$ cat src/rtl/router_pkt_source_pkg.sv
// Shared definitions for the router packet source: header field widths,
// FSM state encoding and the header byte builder.
package router_pkt_source_pkg;

   localparam int HDR_LEN_W   = 6;
   localparam int HDR_ADDR_W  = 2;
   localparam int MAX_LEN_DEF = (1 << HDR_LEN_W) - 1;

   typedef enum logic [2:0] {
      ST_IDLE,
      ST_HEADER,
      ST_PAYLOAD,
      ST_PARITY,
      ST_GAP
   } pkt_state_e;

   function automatic logic [7:0] mk_header(input logic [HDR_LEN_W-1:0]  len,
                                            input logic [HDR_ADDR_W-1:0] addr);
      return {len, addr};
   endfunction

endpackage

$ cat src/rtl/router_pkt_source_if.sv
// Payload-load, request and router-side signals of the packet source.
interface router_pkt_source_if;
   import router_pkt_source_pkg::*;

   logic                  wr_en;
   logic [7:0]            wr_data;
   logic                  wr_ready;
   logic                  start;
   logic [HDR_ADDR_W-1:0] dest_addr;
   logic [HDR_LEN_W-1:0]  payload_len;
   logic                  corrupt_parity;
   logic                  busy;
   logic                  pkt_valid;
   logic [7:0]            data_out;
   logic                  done;
   logic                  req_err;

   modport master (
      input  wr_en, wr_data, start, dest_addr, payload_len, corrupt_parity, busy,
      output wr_ready, pkt_valid, data_out, done, req_err
   );

   modport slave (
      output wr_en, wr_data, start, dest_addr, payload_len, corrupt_parity, busy,
      input  wr_ready, pkt_valid, data_out, done, req_err
   );

endinterface

$ cat src/rtl/router_pkt_source_buf.sv
// Payload byte store: sequential writes at the count pointer, combinational
// read by index, synchronous clear once a packet has gone out.
module pkt_byte_buffer
   import router_pkt_source_pkg::*;
#(
   parameter int MAX_LEN = MAX_LEN_DEF
) (
   input  logic                 clk,
   input  logic                 rst,
   input  logic                 clr,
   input  logic                 wr_en,
   input  logic [7:0]           wr_data,
   input  logic [HDR_LEN_W-1:0] rd_idx,
   output logic [7:0]           rd_data,
   output logic [HDR_LEN_W-1:0] count
);

   localparam logic [HDR_LEN_W-1:0] MAX_CNT = HDR_LEN_W'(MAX_LEN);

   logic [7:0] mem [MAX_LEN];
   logic       wr_ok;

   assign wr_ok   = wr_en && !clr && !rst && (count < MAX_CNT);
   assign rd_data = mem[rd_idx];

   always_ff @(posedge clk) begin
      if (rst || clr)
         count <= '0;
      else if (wr_ok)
         count <= count + 1'b1;
   end

   // Storage is not reset: an empty buffer is defined by count alone.
   always_ff @(posedge clk) begin
      if (wr_ok)
         mem[count] <= wr_data;
   end

endmodule

$ cat src/rtl/router_pkt_source.sv
// Router input-port traffic source: header, payload from the buffer, parity,
// one gap cycle; every beat holds while the router reports busy.
module router_pkt_source
   import router_pkt_source_pkg::*;
#(
   parameter int MAX_LEN = MAX_LEN_DEF
) (
   input  logic                clk,
   input  logic                rst,
   router_pkt_source_if.master bus
);

   localparam logic [HDR_LEN_W-1:0] MAX_CNT = HDR_LEN_W'(MAX_LEN);

   pkt_state_e            state, state_n;
   logic [HDR_LEN_W-1:0]  len_q, len_n;
   logic [HDR_ADDR_W-1:0] addr_q, addr_n;
   logic                  corrupt_q, corrupt_n;
   logic [HDR_LEN_W-1:0]  idx, idx_n;
   logic [7:0]            acc, acc_n;
   logic [7:0]            data_q, data_n;
   logic                  vld_q, vld_n;
   logic                  done_q, done_n;
   logic                  err_q, err_n;
   logic                  wr_ready_q, wr_ready_n;

   logic                  buf_we, buf_clr, last, start_bad;
   logic [HDR_LEN_W-1:0]  rd_idx, buf_count, count_n;
   logic [7:0]            rd_data, hdr;

   pkt_byte_buffer #(.MAX_LEN(MAX_LEN)) u_buf (
      .clk     (clk),
      .rst     (rst),
      .clr     (buf_clr),
      .wr_en   (buf_we),
      .wr_data (bus.wr_data),
      .rd_idx  (rd_idx),
      .rd_data (rd_data),
      .count   (buf_count)
   );

   always_ff @(posedge clk) begin
      if (rst) begin
         state      <= ST_IDLE;
         len_q      <= '0;
         addr_q     <= '0;
         corrupt_q  <= 1'b0;
         idx        <= '0;
         acc        <= '0;
         data_q     <= '0;
         vld_q      <= 1'b0;
         done_q     <= 1'b0;
         err_q      <= 1'b0;
         wr_ready_q <= 1'b1;
      end else begin
         state      <= state_n;
         len_q      <= len_n;
         addr_q     <= addr_n;
         corrupt_q  <= corrupt_n;
         idx        <= idx_n;
         acc        <= acc_n;
         data_q     <= data_n;
         vld_q      <= vld_n;
         done_q     <= done_n;
         err_q      <= err_n;
         wr_ready_q <= wr_ready_n;
      end
   end

   always_comb begin
      state_n   = state;
      len_n     = len_q;
      addr_n    = addr_q;
      corrupt_n = corrupt_q;
      idx_n     = idx;
      acc_n     = acc;
      data_n    = data_q;
      vld_n     = vld_q;
      done_n    = 1'b0;
      err_n     = 1'b0;
      buf_we    = 1'b0;
      buf_clr   = 1'b0;
      hdr       = mk_header(bus.payload_len, bus.dest_addr);
      last      = (idx == len_q - 1'b1);
      start_bad = (bus.payload_len == '0) || (bus.payload_len > buf_count) ||
                  (bus.dest_addr == 2'd3);
      // Prefetch the byte that follows the one currently on data_out.
      rd_idx    = (state == ST_PAYLOAD && !last) ? idx + 1'b1 : '0;

      case (state)
         ST_IDLE: begin
            buf_we = bus.wr_en && wr_ready_q;
            if (bus.start) begin
               if (start_bad) begin
                  err_n = 1'b1;
               end else begin
                  len_n     = bus.payload_len;
                  addr_n    = bus.dest_addr;
                  corrupt_n = bus.corrupt_parity;
                  acc_n     = hdr;
                  data_n    = hdr;
                  vld_n     = 1'b1;
                  state_n   = ST_HEADER;
               end
            end
         end
         ST_HEADER: begin
            if (!bus.busy) begin
               idx_n   = '0;
               data_n  = rd_data;
               state_n = ST_PAYLOAD;
            end
         end
         ST_PAYLOAD: begin
            if (!bus.busy) begin
               acc_n = acc ^ data_q;
               if (last) begin
                  data_n  = acc ^ data_q ^ (corrupt_q ? 8'hFF : 8'h00);
                  vld_n   = 1'b0;
                  state_n = ST_PARITY;
               end else begin
                  idx_n  = idx + 1'b1;
                  data_n = rd_data;
               end
            end
         end
         ST_PARITY: begin
            if (!bus.busy) begin
               data_n  = '0;
               done_n  = 1'b1;
               state_n = ST_GAP;
            end
         end
         ST_GAP: begin
            buf_clr = 1'b1;
            idx_n   = '0;
            state_n = ST_IDLE;
         end
         default: state_n = ST_IDLE;
      endcase

      count_n    = buf_clr ? '0 : (buf_we ? buf_count + 1'b1 : buf_count);
      wr_ready_n = (state_n == ST_IDLE) && (count_n < MAX_CNT);
   end

   assign bus.wr_ready  = wr_ready_q;
   assign bus.pkt_valid = vld_q;
   assign bus.data_out  = data_q;
   assign bus.done      = done_q;
   assign bus.req_err   = err_q;

endmodule

$ cat src/flat_wrapper.sv
// flat-port wrapper written by rule: the top's interface ports become plain ports
module router_pkt_source_flat import router_pkt_source_pkg::*;
#(
   parameter int MAX_LEN = MAX_LEN_DEF
)
  (clk, rst, bus_wr_en, bus_wr_data, bus_start, bus_dest_addr, bus_payload_len, bus_corrupt_parity, bus_busy, bus_wr_ready, bus_pkt_valid, bus_data_out, bus_done, bus_req_err);
  router_pkt_source_if bus_i ();
  input  logic clk;
  input  logic rst;
  input wire logic [$bits(bus_i.wr_en)-1:0] bus_wr_en;
  input wire logic [$bits(bus_i.wr_data)-1:0] bus_wr_data;
  input wire logic [$bits(bus_i.start)-1:0] bus_start;
  input wire logic [$bits(bus_i.dest_addr)-1:0] bus_dest_addr;
  input wire logic [$bits(bus_i.payload_len)-1:0] bus_payload_len;
  input wire logic [$bits(bus_i.corrupt_parity)-1:0] bus_corrupt_parity;
  input wire logic [$bits(bus_i.busy)-1:0] bus_busy;
  output wire logic [$bits(bus_i.wr_ready)-1:0] bus_wr_ready;
  output wire logic [$bits(bus_i.pkt_valid)-1:0] bus_pkt_valid;
  output wire logic [$bits(bus_i.data_out)-1:0] bus_data_out;
  output wire logic [$bits(bus_i.done)-1:0] bus_done;
  output wire logic [$bits(bus_i.req_err)-1:0] bus_req_err;
  assign bus_i.wr_en = bus_wr_en;
  assign bus_i.wr_data = bus_wr_data;
  assign bus_i.start = bus_start;
  assign bus_i.dest_addr = bus_dest_addr;
  assign bus_i.payload_len = bus_payload_len;
  assign bus_i.corrupt_parity = bus_corrupt_parity;
  assign bus_i.busy = bus_busy;
  assign bus_wr_ready = bus_i.wr_ready;
  assign bus_pkt_valid = bus_i.pkt_valid;
  assign bus_data_out = bus_i.data_out;
  assign bus_done = bus_i.done;
  assign bus_req_err = bus_i.req_err;
  router_pkt_source #(.MAX_LEN(MAX_LEN)) u_core (.clk(clk), .rst(rst), .bus(bus_i));
endmodule
$ cat config.mk
export PLATFORM = sky130hd
export DESIGN_NAME = router_pkt_source_flat
export DESIGN_NICKNAME = d
export VERILOG_FILES = /design/src/rtl/router_pkt_source_pkg.sv /design/src/rtl/router_pkt_source_if.sv /design/src/rtl/router_pkt_source_buf.sv /design/src/rtl/router_pkt_source.sv /design/src/flat_wrapper.sv
export SDC_FILE = /design/constraint.sdc
export NUM_CORES = 1
export LEC_CHECK = 0
export CORE_MARGIN = 5
export CORE_UTILIZATION = 56
export DETAILED_ROUTE_END_ITERATION = 7
export PLACE_DENSITY = 0.75
export SLEW_MARGIN = 20
export SYNTH_ARGS = -nofsm -noshare
export SYNTH_HDL_FRONTEND = slang
export SYNTH_HIERARCHICAL = 1
export SYNTH_SLANG_ARGS = --single-unit
export TNS_END_PERCENT = 30
$ cat constraint.sdc
create_clock -name clk -period 4.04 [get_ports clk]
set_clock_uncertainty 0.1 [all_clocks]
set_input_delay 0.404 -clock clk [delete_from_list [all_inputs] [get_ports clk]]
set_output_delay 0.404 -clock clk [all_outputs]
set_load 0.01 [all_outputs]
==> impl_metrics.yaml, run 1 <==
status:
  outcome: "finished, violations left"
  violations_in_the_final_reports: "negative setup slack"
flow_run:
  cap_viol_max_count: 0
timing:
  report.final.slew_viol_count: 0
  fin_crit_ns: 4.05
  rsz0062_at_grt: "yes"
  share_of_the_clock_period_used_by_the_worst_path: 1.00
  post-route-worst-setup-slack_ns: -0.00928
  maxSlewHeadroom: 0.486
  worst_slew_pin_slew_ns: 0.771
  timing.final.hold_violations: 0
  max_freq_ghz: 0.247
  finalSetupViolCount: 1
floorplanning:
  chipWidth_um: 210
  io-pin-count: 34
  die-area_um2: 44000
  floorplan.initialDensity: 0.563
  core-area_um2: 39600
  count_of_standard_cell_rows: 73
  floorplan.die.height_um: 210
critical_path:
  path_class: "register to register"
  rr_worst_depth: 21
  critical_path.endpoint_type: "register"
  setup.worst_path.start_class: "register"
  cp_max_fo: 7
  critPathRequiredTime_ns: 4.42
  worst-endpoint-arrival_ns: 4.43
finish:
  stdcell_area_um2: 26500
  finalCoreUtilization: 0.668
  count_of_filler_cells_inserted_in_the_layout: 2572
  drive_above_1_share: 0.298
  num_antenna_cells: 0
  layout.nets: 1506
  synthToLayoutAreaGrowth_pct: 18.6
drt:
  ratio_of_routed_vias_to_standard_cells: 6.25
  drc: 0
  drt_iter0_markers: 1429
  drt_first_pass_iters: 5
  vias: 12738
  routed_wire_length_per_instance_um: 25.9
  finalWirelength_um: 52700
  final_antenna_net_count: 0
placed_design:
  post-dp-hpwl_um: 32600
  place_congestion: 0.871
  placedInstanceArea_um2: 24300
  port_buffers: 33
synth:
  synth_top_family_by_area: "multiplexers"
  syn_area_um2: 22300
  yosys-mux-area-fraction: 0.146
  share_of_synthesized_area_occupied_by_flip_flops_and_latches: 0.715
  synth.area.top_cells: "sky130_fd_sc_hd__edfxtp_1 (68%), sky130_fd_sc_hd__mux4_2 (13%), sky130_fd_sc_hd__dfxtp_1 (3.8%)"
  ys_types: 60
  yosysTopAreaCell: "sky130_fd_sc_hd__edfxtp_1"
  synth-adder-area-share: 0.00560
  post-synth-top-area-fraction: 0.678
  syn_inst: 1269
  synth-compound-area-share: 0.0352
  synth_top_flop_cell: "sky130_fd_sc_hd__edfxtp_1"
  asyncSetResetFlopFracSynth: 0
  synth_simple_gate_area_frac: 0.0647
  synth-edff-count: 504
  post_synth_most_frequent_cells: "sky130_fd_sc_hd__edfxtp_1 (504), sky130_fd_sc_hd__mux4_2 (129), sky130_fd_sc_hd__nor2_1 (113), sky130_fd_sc_hd__nand2_1 (86), sky130_fd_sc_hd__dfxtp_1 (42)"
  syn-num-nets: 1301
  top_count_cell_post_synth: "sky130_fd_sc_hd__edfxtp_1"
  yosys_register_bits: 546
  syn_area_per_cell_um2: 17.6
  xor_and_xnor_area_share_after_synthesis: 0.0129
  yosysWarnings: 6
worst_hold_path:
  worst_hold_path_type: "primary input to register"
  holdPathStages: 1
clocking:
  cts_tree: "done"
  clock_insertion_delay_worst_skew_ns: 0.60
  cts-root-buf: "sky130_fd_sc_hd__clkbuf_16"
  cts_num_sinks: 546
  cts-hold-fix-buffers: 0
  path_clk_slew_ns: 0.06
  ctsLongestPathBuffers: 3
  number_of_buffers_inserted_during_clock_tree_synthesis: 53
  h-tree-depth: 2
global_routing:
  first_global_vias: 12704
  track_usage: 0.240
  largest_net_degree_at_the_start_of_global_routing: 64
  grt_total_ovfl: 0
  global_route_wire_length_before_repair_um: 79800
  antenna_violations_before_repair: 0
pwr:
  power-per-cell-area_nw_per_um2: 436
  leakage_power_uw: 0.00859
  irDropWorstVdd_v: 0.000349
where the power goes:
| part | internal (uW) | switching [uW] | leakage, uW | total [uW] |
|---|---|---|---|---|
| Clock | 2790 | 2070 | 0.000828 | 4870 |
| Combinational | 187 | 266 | 0.00289 | 454 |
| Sequential | 6190 | 26.6 | 0.00487 | 6220 |
worst max-delay path, stage by stage, from the launching register on:
cell,delay (ns)
sky130_fd_sc_hd__dfxtp_2,0.32
sky130_fd_sc_hd__inv_2,0.07
sky130_fd_sc_hd__ha_4,0.15
sky130_fd_sc_hd__xor2_1,0.14
sky130_fd_sc_hd__o211ai_1,0.12
sky130_fd_sc_hd__mux2i_2,0.25
sky130_fd_sc_hd__nor4_4,0.06
sky130_fd_sc_hd__or2_4,0.28
sky130_fd_sc_hd__nor2_4,0.13
sky130_fd_sc_hd__buf_12,0.16
sky130_fd_sc_hd__buf_12,0.14
sky130_fd_sc_hd__buf_16,0.17
sky130_fd_sc_hd__buf_4,0.14
sky130_fd_sc_hd__buf_8,0.11
sky130_fd_sc_hd__mux4_2,0.50
sky130_fd_sc_hd__mux2i_2,0.25
sky130_fd_sc_hd__a211oi_1,0.15
sky130_fd_sc_hd__or3_1,0.35
sky130_fd_sc_hd__inv_1,0.07
sky130_fd_sc_hd__nand2_1,0.05
sky130_fd_sc_hd__mux2i_1,0.13
sky130_fd_sc_hd__o2bb2ai_1,0.07
cells by family (layout without fill, tap and decap cells):
| group | Yosys count | in the layout |
|---|---|---|
| buffers and inverters | 91 | 334 |
| multiplexers | 165 | 165 |
| adder cells (fa/ha/maj) | 10 | 10 |
| flip-flops | 546 | 546 |
| AND/OR/NAND/NOR | 310 | 310 |
| XOR/XNOR | 33 | 33 |
| AO/OA/AOI/OAI | 114 | 114 |
state kept, by name, summed over array words and instances, names as in the netlist:
register	count
u_core/u_buf/mem	504
u_core/acc	8
u_core/bus.data_out	8
u_core/idx	6
u_core/len_q	6
u_core/u_buf/count	6
u_core/state	3
u_core/bus.done	1
u_core/bus.pkt_valid	1
u_core/bus.req_err	1
u_core/bus.wr_ready	1
u_core/corrupt_q	1
cells in the final DEF (no fill, tap or decap), drive strengths merged, types with 14 or more instances in the layout:
master,Yosys,routed
a21oi,14,14
a31oi,21,21
buf,32,193
clkbuf,36,63
clkdlybuf4s50,0,25
clkinv,2,22
dfxtp,42,42
edfxtp,504,504
inv,21,24
mux2i,36,36
mux4,129,129
nand2,86,86
nand3,38,38
nor2,114,114
o21ai,23,23
xnor2,15,15
xor2,18,18
final timing paths:
| kind | from | to | slack, ns |
|---|---|---|---|
| max reg2reg | u_core/len_q[0] | u_core/bus.data_out[5] | -0.009 |
| max | u_core/len_q[0] | u_core/bus.data_out[5] | -0.009 |
| min | bus_wr_data[1] | u_core/u_buf/mem[26][1] | 0.17 |
| min reg2reg | u_core/len_q[5] | u_core/len_q[5] | 0.40 |
through the flow:
step / total power [uW] / worst slack [ns] / setup TNS, ns / hold WS (ns) / cells
global placement: 6740 / -0.143 / -0.635 / 0.376 / 1918
global route: 11900 / -0.199 / -0.977 / 0.182 / 2037
floorplan: 6540 / 0.0170 / 0 / 0.348 / 1269
detailed placement: 6760 / -0.217 / -1.24 / 0.382 / 1918
finish: 11500 / -0.00928 / -0.00928 / 0.170 / 2037
CTS: 11600 / -0.0451 / -0.212 / 0.173 / 2033
layout make-up:
type	instances	area, um2	area share
Multi-Input combinational cell	632	6060	0.229
Timing Repair Buffer	218	2030	0.0765
Clock buffer	63	1360	0.0515
Sequential cell	546	16000	0.603
Inverter	23	87.6	0.00331
Clock inverter	30	317	0.0120
Tap cell	525	657	0.0248
repair_timing:
action,4_1_cts,5_1_grt
buffers inserted,22,6
pin swaps,22,14
endpoints found under the setup margin,8,8
cloned,4,0
gates resized for setup,54,9
routing by layer:
metal  routed length [um]  global-route usage  part of all wire  vias up
li1                     -                   -                 -     5432
met1                21400               0.348              0.41     6557
met2                24900               0.379              0.47      621
met3                 4420              0.0419             0.084      128
met4                 1920              0.0788             0.036        0
met5                    0                   0                 0        -
Power figures use the tool's default switching activity.
==> inputs of run 2 (changes only) <==
--- a/config.mk
+++ b/config.mk
@@ -5,7 +5,7 @@
 export SDC_FILE = /design/constraint.sdc
 export NUM_CORES = 1
 export LEC_CHECK = 0
-export CORE_MARGIN = 5
+export CORE_MARGIN = 2
 export CORE_UTILIZATION = 56
 export DETAILED_ROUTE_END_ITERATION = 7
 export PLACE_DENSITY = 0.75
==> run 2 against run 1 <==
Cell count fell by 1.6%. The run still ends with negative setup slack left. Clock power rose by 2%. Register-to-register slack got worse by 0.09 ns. Setup slack got worse by 0.088 ns. Die area fell by 5.6%. Largest cell class unchanged. Largest power group unchanged. Core utilization fell by 0.24 points. Non-clock buffer count fell by 34. Hold slack improved by 0.018 ns.
==> impl_metrics.yaml, run 2 (same netlist as run 1, synthesis figures left out) <==
finish:
  drive_above_1_share: 0.287
  layout.nets: 1475
  synthToLayoutAreaGrowth_pct: 17.9
  layout_common_cells: "sky130_fd_sc_hd__edfxtp_1 (504), sky130_fd_sc_hd__buf_4 (129), sky130_fd_sc_hd__mux4_2 (129)"
  mostFrequentLayoutCell: "sky130_fd_sc_hd__edfxtp_1"
  largest_register_ff_count: 504
  num_antenna_cells: 0
  registers.top_by_ff_count: "u_core/u_buf/mem"
  finalCoreUtilization: 0.666
  count_of_non_filler_cells_in_the_finished_layout: 2004
critical_path:
  cp_max_fo: 5
  crit_start: "u_core/len_q[0]"
  critPathRequiredTime_ns: 4.44
  crit-reg2reg-capture: "u_core/bus.data_out[7]"
  critical_path.reg2reg.startpoint: "u_core/len_q[0]"
  reg2reg_slack_ns: -0.1
  slowest_stage: "sky130_fd_sc_hd__mux4_2"
  timing.critical_path.slowest_cell_delay_ns: 0.53
  crit_path_cell_trace: "inv_2 -> ha_4 -> xor2_1 -> o211ai_1 -> mux2i_2 -> nor4_4 -> or2_4 -> nor2_4 -> buf_12 -> buf_12 -> mux4_2 -> mux4_2 -> o211a_1 -> or3_1 -> inv_1 -> nand2_1 -> mux2i_1 -> o2bb2ai_1"
  critical_path.endpoint_type: "register"
  rr_worst_depth: 18
  worst-endpoint-arrival_ns: 4.54
  path_class: "register to register"
  setup.worst_path.start_class: "register"
timing:
  fin_crit_ns: 4.14
  worst_slew_pin_slew_ns: 0.732
  timing.final.hold_violations: 0
  max_freq_ghz: 0.242
  maxSlewHeadroom: 0.510
  rsz0062_at_grt: "yes"
  report.final.slew_viol_count: 0
  finalSetupViolCount: 3
  post-route-worst-setup-slack_ns: -0.0978
  share_of_the_clock_period_used_by_the_worst_path: 1.02
drt:
  finalWirelength_um: 51200
  drt_iter0_markers: 1291
  final_antenna_net_count: 0
  drt_first_pass_iters: 7
  vias: 12417
  routed_wire_length_per_instance_um: 25.6
  ratio_of_routed_vias_to_standard_cells: 6.20
  drc: 0
clocking:
  h-tree-depth: 2
  cts_tree: "done"
  ctsLongestPathBuffers: 3
  number_of_buffers_inserted_during_clock_tree_synthesis: 54
  cts_num_sinks: 546
  path_clk_slew_ns: 0.06
  cts-root-buf: "sky130_fd_sc_hd__clkbuf_16"
  clock_insertion_delay_worst_skew_ns: 0.62
worst_hold_path:
  holdPathStages: 1
  timing.hold.worst_endpoint: "u_core/u_buf/mem[2][2]"
  holdCritStartpoint: "bus_wr_data[2]"
  worst_hold_path_type: "primary input to register"
floorplanning:
  count_of_standard_cell_rows: 73
  chipWidth_um: 204
  floorplan.die.height_um: 204
  io-pin-count: 34
  floorplan.initialDensity: 0.565
  die-area_um2: 41500
  core-area_um2: 39500
placed_design:
  post-place-cells: 1895
  port_buffers: 33
  place_congestion: 0.831
  post-place-ws_ns: -0.370
  post-dp-hpwl_um: 31700
pwr:
  switching_share: 0.204
  pwr-share-comb: 0.038
  total_switching_power_uw: 2370
  irDropWorstVdd_v: 0.000582
  leakage_power_uw: 0.00843
  power-per-cell-area_nw_per_um2: 442
  seqPwrFrac: 0.534
  clock_power_share: 0.428
  power_report.internal_total_uw: 9260
status:
  violations_in_the_final_reports: "negative setup slack"
  outcome: "finished, violations left"
global_routing:
  largest_net_degree_at_the_start_of_global_routing: 64
  track_usage: 0.254
  grt_total_ovfl: 0
  antenna_violations_before_repair: 0
  global_route_wire_length_before_repair_um: 77100
  first_global_vias: 12339
flow_run:
  cap_viol_max_count: 0
-- run 2: changes by cell type in the layout (fill, tap and decap cells not counted), moves of 3 or more --
cell / before / now
sky130_fd_sc_hd__buf_4: 159 / 129
sky130_fd_sc_hd__clkbuf_1: 10 / 5
sky130_fd_sc_hd__buf_12: 18 / 14
sky130_fd_sc_hd__a22oi_1: 7 / 4
sky130_fd_sc_hd__a22oi_2: 4 / 7
sky130_fd_sc_hd__clkinv_2: 12 / 9
sky130_fd_sc_hd__clkinvlp_4: 0 / 3
sky130_fd_sc_hd__mux2i_1: 33 / 30
sky130_fd_sc_hd__mux2i_2: 3 / 6
-- run 2: what timing repair did --
| action | in CTS | in global routing |
|---|---|---|
| setup buffers | 9 | 6 |
| cloned | 5 | 1 |
| endpoints found under the setup margin | 8 | 8 |
| resized for setup | 45 | 34 |
| hold buffers | 0 | 0 |
| pin swaps | 15 | 13 |
-- run 2: through the flow --
step / setup TNS (ns) / power (uW) / hold slack [ns] / instance area (um2)
detailed placement: -2.66 / 6740 / 0.374 / 24000
global placement: -1.74 / 6730 / 0.359 / 24000
floorplan: 0 / 6540 / 0.348 / 22300
finish: -0.152 / 11600 / 0.188 / 26300
global route: -1.16 / 12000 / 0.199 / 26300
CTS: -0.0954 / 11700 / 0.156 / 26100
-- run 2: worst max-delay path: cells and delay by family (launching register included) --
kind,cells,cell delay (ns)
adder cells (fa/ha/maj),1,0.14
buffers and inverters,4,0.42
XOR/XNOR,1,0.17
flip-flops,1,0.32
AO/OA/AOI/OAI,3,0.44
multiplexers,4,1.45
AND/OR/NAND/NOR,5,0.95
-- run 2: final cells by class --
type,instances,area [um2]
Sequential cell,546,16000
Tap cell,525,657
Inverter,23,87.6
Clock buffer,59,1370
Timing Repair Buffer,184,1740
Clock inverter,33,390
Fill cell,2565,13200
Multi-Input combinational cell,634,6110
-- run 2: worst max-delay path by stage --
| stage | end | slack (ns) | cells after the start |
|---|---|---|---|
| 6_report | u_core/bus.data_out[7] | -0.1 | 18 |
| 5_1_grt | u_core/bus.data_out[7] | -0.20 | 18 |
| 4_1_cts | u_core/bus.data_out[7] | -0.03 | 18 |
| 3_5_place_dp | u_core/bus.data_out[7] | -0.37 | 19 |
| 3_3_place_gp | u_core/bus.data_out[5] | -0.27 | 19 |
| 2_1_floorplan | u_core/bus.data_out[0] | 0.02 | 22 |
-- run 2: metal layers --
metal | global-route usage | vias up | routed length, um | part of all wire
met2 | 0.395 | 595 | 24600 | 0.48
li1 | - | 5358 | - | -
met5 | 0 | - | 0 | 0
met1 | 0.370 | 6376 | 20700 | 0.40
met4 | 0.0915 | 0 | 1480 | 0.029
met3 | 0.0390 | 88 | 4420 | 0.086
-- run 2: power by group through the flow --
stage	logic (uW)	clock network, uW	registers, uW
floorplan	210	0	6330
global placement	392	0	6340
detailed placement	404	0	6340
CTS	431	5060	6220
global route	475	5270	6220
finish	442	4980	6220
==> inputs of run 3 (changes only) <==
--- a/config.mk
+++ b/config.mk
@@ -5,7 +5,6 @@
 export SDC_FILE = /design/constraint.sdc
 export NUM_CORES = 1
 export LEC_CHECK = 0
-export CORE_MARGIN = 2
 export CORE_UTILIZATION = 56
 export DETAILED_ROUTE_END_ITERATION = 7
 export PLACE_DENSITY = 0.75
==> run 3 against run 2 <==
The run still ends with negative setup slack left. Combinational power increased by 1%. Sequential share of layout area barely moved. Via count is 2.9% higher. Cell area about the same. First-iteration DRC count is 13% higher. Non-clock buffer count shrank 1. Clock power rose by 0.8%. Sequential power about the same. Flip-flop and latch count stayed put. Wire length is 4.1% higher. Fmax is 2.3% higher. Critical path type unchanged.
==> impl_metrics.yaml, run 3 (same netlist as run 1, synthesis figures left out) <==
global_routing:
  grt_total_ovfl: 0
  first_global_vias: 12794
  antenna_violations_before_repair: 0
  global_route_wire_length_before_repair_um: 80300
  track_usage: 0.268
  largest_net_degree_at_the_start_of_global_routing: 64
drt:
  final_antenna_net_count: 0
  finalWirelength_um: 53400
  routed_wire_length_per_instance_um: 26.6
  drt_iter0_markers: 1465
  ratio_of_routed_vias_to_standard_cells: 6.38
  vias: 12775
  drc: 0
  drt_first_pass_iters: 7
timing:
  max_freq_ghz: 0.247
  report.final.slew_viol_count: 0
  maxSlewHeadroom: 0.424
  share_of_the_clock_period_used_by_the_worst_path: 1.00
  rsz0062_at_grt: "yes"
  fin_crit_ns: 4.04
  finalSetupViolCount: 1
  worst_slew_pin_slew_ns: 0.864
  fin_worst_hold_slack_ns: 0.249
  post-route-worst-setup-slack_ns: -0.00401
  timing.final.hold_violations: 0
placed_design:
  port_buffers: 33
  post-place-ws_ns: -0.433
  post-place-cells: 1884
  place_congestion: 0.887
  post-dp-hpwl_um: 32100
critical_path:
  rr_worst_depth: 19
  cp_max_fo: 6
  critical_path.reg2reg.startpoint: "u_core/len_q[1]"
  critical_path.endpoint_type: "register"
  critPathRequiredTime_ns: 4.44
  path_class: "register to register"
  setup.worst_path.start_class: "register"
  worst-endpoint-arrival_ns: 4.44
  reg2reg_slack_ns: -0.004
  crit-reg2reg-capture: "u_core/bus.data_out[7]"
floorplanning:
  floorplan.initialDensity: 0.573
  core-area_um2: 39000
  count_of_standard_cell_rows: 72
  io-pin-count: 34
  die-area_um2: 40700
  floorplan.die.height_um: 202
  chipWidth_um: 202
pwr:
  power-per-cell-area_nw_per_um2: 444
  irDropWorstVdd_v: 0.000403
  leakage_power_uw: 0.00843
clocking:
  clock_insertion_delay_worst_skew_ns: 0.61
  h-tree-depth: 2
  path_clk_slew_ns: 0.06
  cts_num_sinks: 546
  cts_tree: "done"
  cts-root-buf: "sky130_fd_sc_hd__clkbuf_16"
  cts-hold-fix-buffers: 0
  number_of_buffers_inserted_during_clock_tree_synthesis: 54
  ctsLongestPathBuffers: 3
finish:
  mostFrequentLayoutCell: "sky130_fd_sc_hd__edfxtp_1"
  largest_register_ff_count: 504
  drive_above_1_share: 0.284
  registers.top_by_ff_count: "u_core/u_buf/mem"
  layout.nets: 1473
  synthToLayoutAreaGrowth_pct: 17.9
  layout_common_cells: "sky130_fd_sc_hd__edfxtp_1 (504), sky130_fd_sc_hd__mux4_2 (129), sky130_fd_sc_hd__buf_4 (126)"
  finalCoreUtilization: 0.675
  count_of_non_filler_cells_in_the_finished_layout: 2003
  num_antenna_cells: 0
worst_hold_path:
  timing.hold.worst_endpoint: "u_core/u_buf/mem[18][3]"
  holdCritStartpoint: "bus_wr_data[3]"
  worst_hold_path_type: "primary input to register"
  holdPathStages: 1
flow_run:
  cap_viol_max_count: 0
status:
  violations_in_the_final_reports: "negative setup slack"
  outcome: "finished, violations left"
## run 3: cell types whose count changed in the layout (fill, tap and decap cells not counted), moves of 4 or more
cell / before / now
sky130_fd_sc_hd__clkinv_1: 11 / 7
sky130_fd_sc_hd__o21ai_1: 5 / 0
sky130_fd_sc_hd__o21ai_0: 17 / 21
sky130_fd_sc_hd__clkinv_2: 9 / 13
sky130_fd_sc_hd__clkbuf_1: 5 / 14
sky130_fd_sc_hd__buf_12: 14 / 18
## run 3: repair_timing
action | CTS | global route
setup endpoints to repair | 8 | 8
buffers inserted | 7 | 12
gates cloned | 3 | 0
resized for setup | 37 | 26
pin swaps | 14 | 7
## run 3: worst max path at each step
stage	end	slack, ns	from
2_1_floorplan	u_core/bus.data_out[0]	0.02	u_core/len_q[0]
3_3_place_gp	u_core/bus.data_out[5]	-0.37	u_core/len_q[1]
3_5_place_dp	u_core/bus.data_out[5]	-0.43	u_core/len_q[1]
4_1_cts	u_core/bus.data_out[7]	-0.09	u_core/len_q[1]
5_1_grt	u_core/bus.data_out[2]	-0.17	u_core/len_q[1]
6_report	u_core/bus.data_out[7]	-0.004	u_core/len_q[1]
## run 3: worst max-delay path: stages, from the launching register on
cell and delay (ns):
sky130_fd_sc_hd__dfxtp_2 0.32, sky130_fd_sc_hd__inv_2 0.06, sky130_fd_sc_hd__ha_4 0.15, sky130_fd_sc_hd__xor2_2 0.15, sky130_fd_sc_hd__o211ai_1 0.11, sky130_fd_sc_hd__mux2i_2 0.25, sky130_fd_sc_hd__nor4_4 0.07, sky130_fd_sc_hd__or2_4 0.25
sky130_fd_sc_hd__nor2_4 0.15, sky130_fd_sc_hd__buf_6 0.13, sky130_fd_sc_hd__buf_12 0.12, sky130_fd_sc_hd__buf_12 0.14, sky130_fd_sc_hd__mux4_2 0.53, sky130_fd_sc_hd__mux4_2 0.49, sky130_fd_sc_hd__o211a_4 0.27, sky130_fd_sc_hd__or3_1 0.31
sky130_fd_sc_hd__inv_1 0.08, sky130_fd_sc_hd__nand2_1 0.05, sky130_fd_sc_hd__mux2i_1 0.14, sky130_fd_sc_hd__o2bb2ai_1 0.08
## run 3: per-stage QoR
stage | cell area [um2] | power (uW) | setup TNS [ns]
2_1_floorplan | 22300 | 6540 | 0
5_1_grt | 26300 | 12000 | -1.13
3_5_place_dp | 24100 | 6740 | -2.36
6_report | 26300 | 11700 | -0.00401
3_3_place_gp | 24100 | 6730 | -1.58
4_1_cts | 26100 | 11700 | -0.121
## run 3: layout make-up
cell class                      instances  area, um2
Clock inverter                         31        350
Clock buffer                           69       1420
Fill cell                            2464      12700
Sequential cell                       546      16000
Multi-Input combinational cell        633       6080
Inverter                               23       86.3
Tap cell                              518        648
Timing Repair Buffer                  183       1760
## run 3: report_power, final
group / internal [uW] / total, uW / switching [uW]
Sequential: 6190 / 6220 / 27.0
Combinational: 178 / 447 / 269
Clock: 2930 / 5020 / 2080
Total: 9300 / 11700 / 2380
## run 3: per-layer routing
layer  global-route usage  routed length (um)  up-vias
met1                0.376               21000     6583
met2                0.430               26300      699
met3               0.0389                4480      120
met4                0.101                1640        0
li1                     -                   -     5373
met5                    0                   0        -
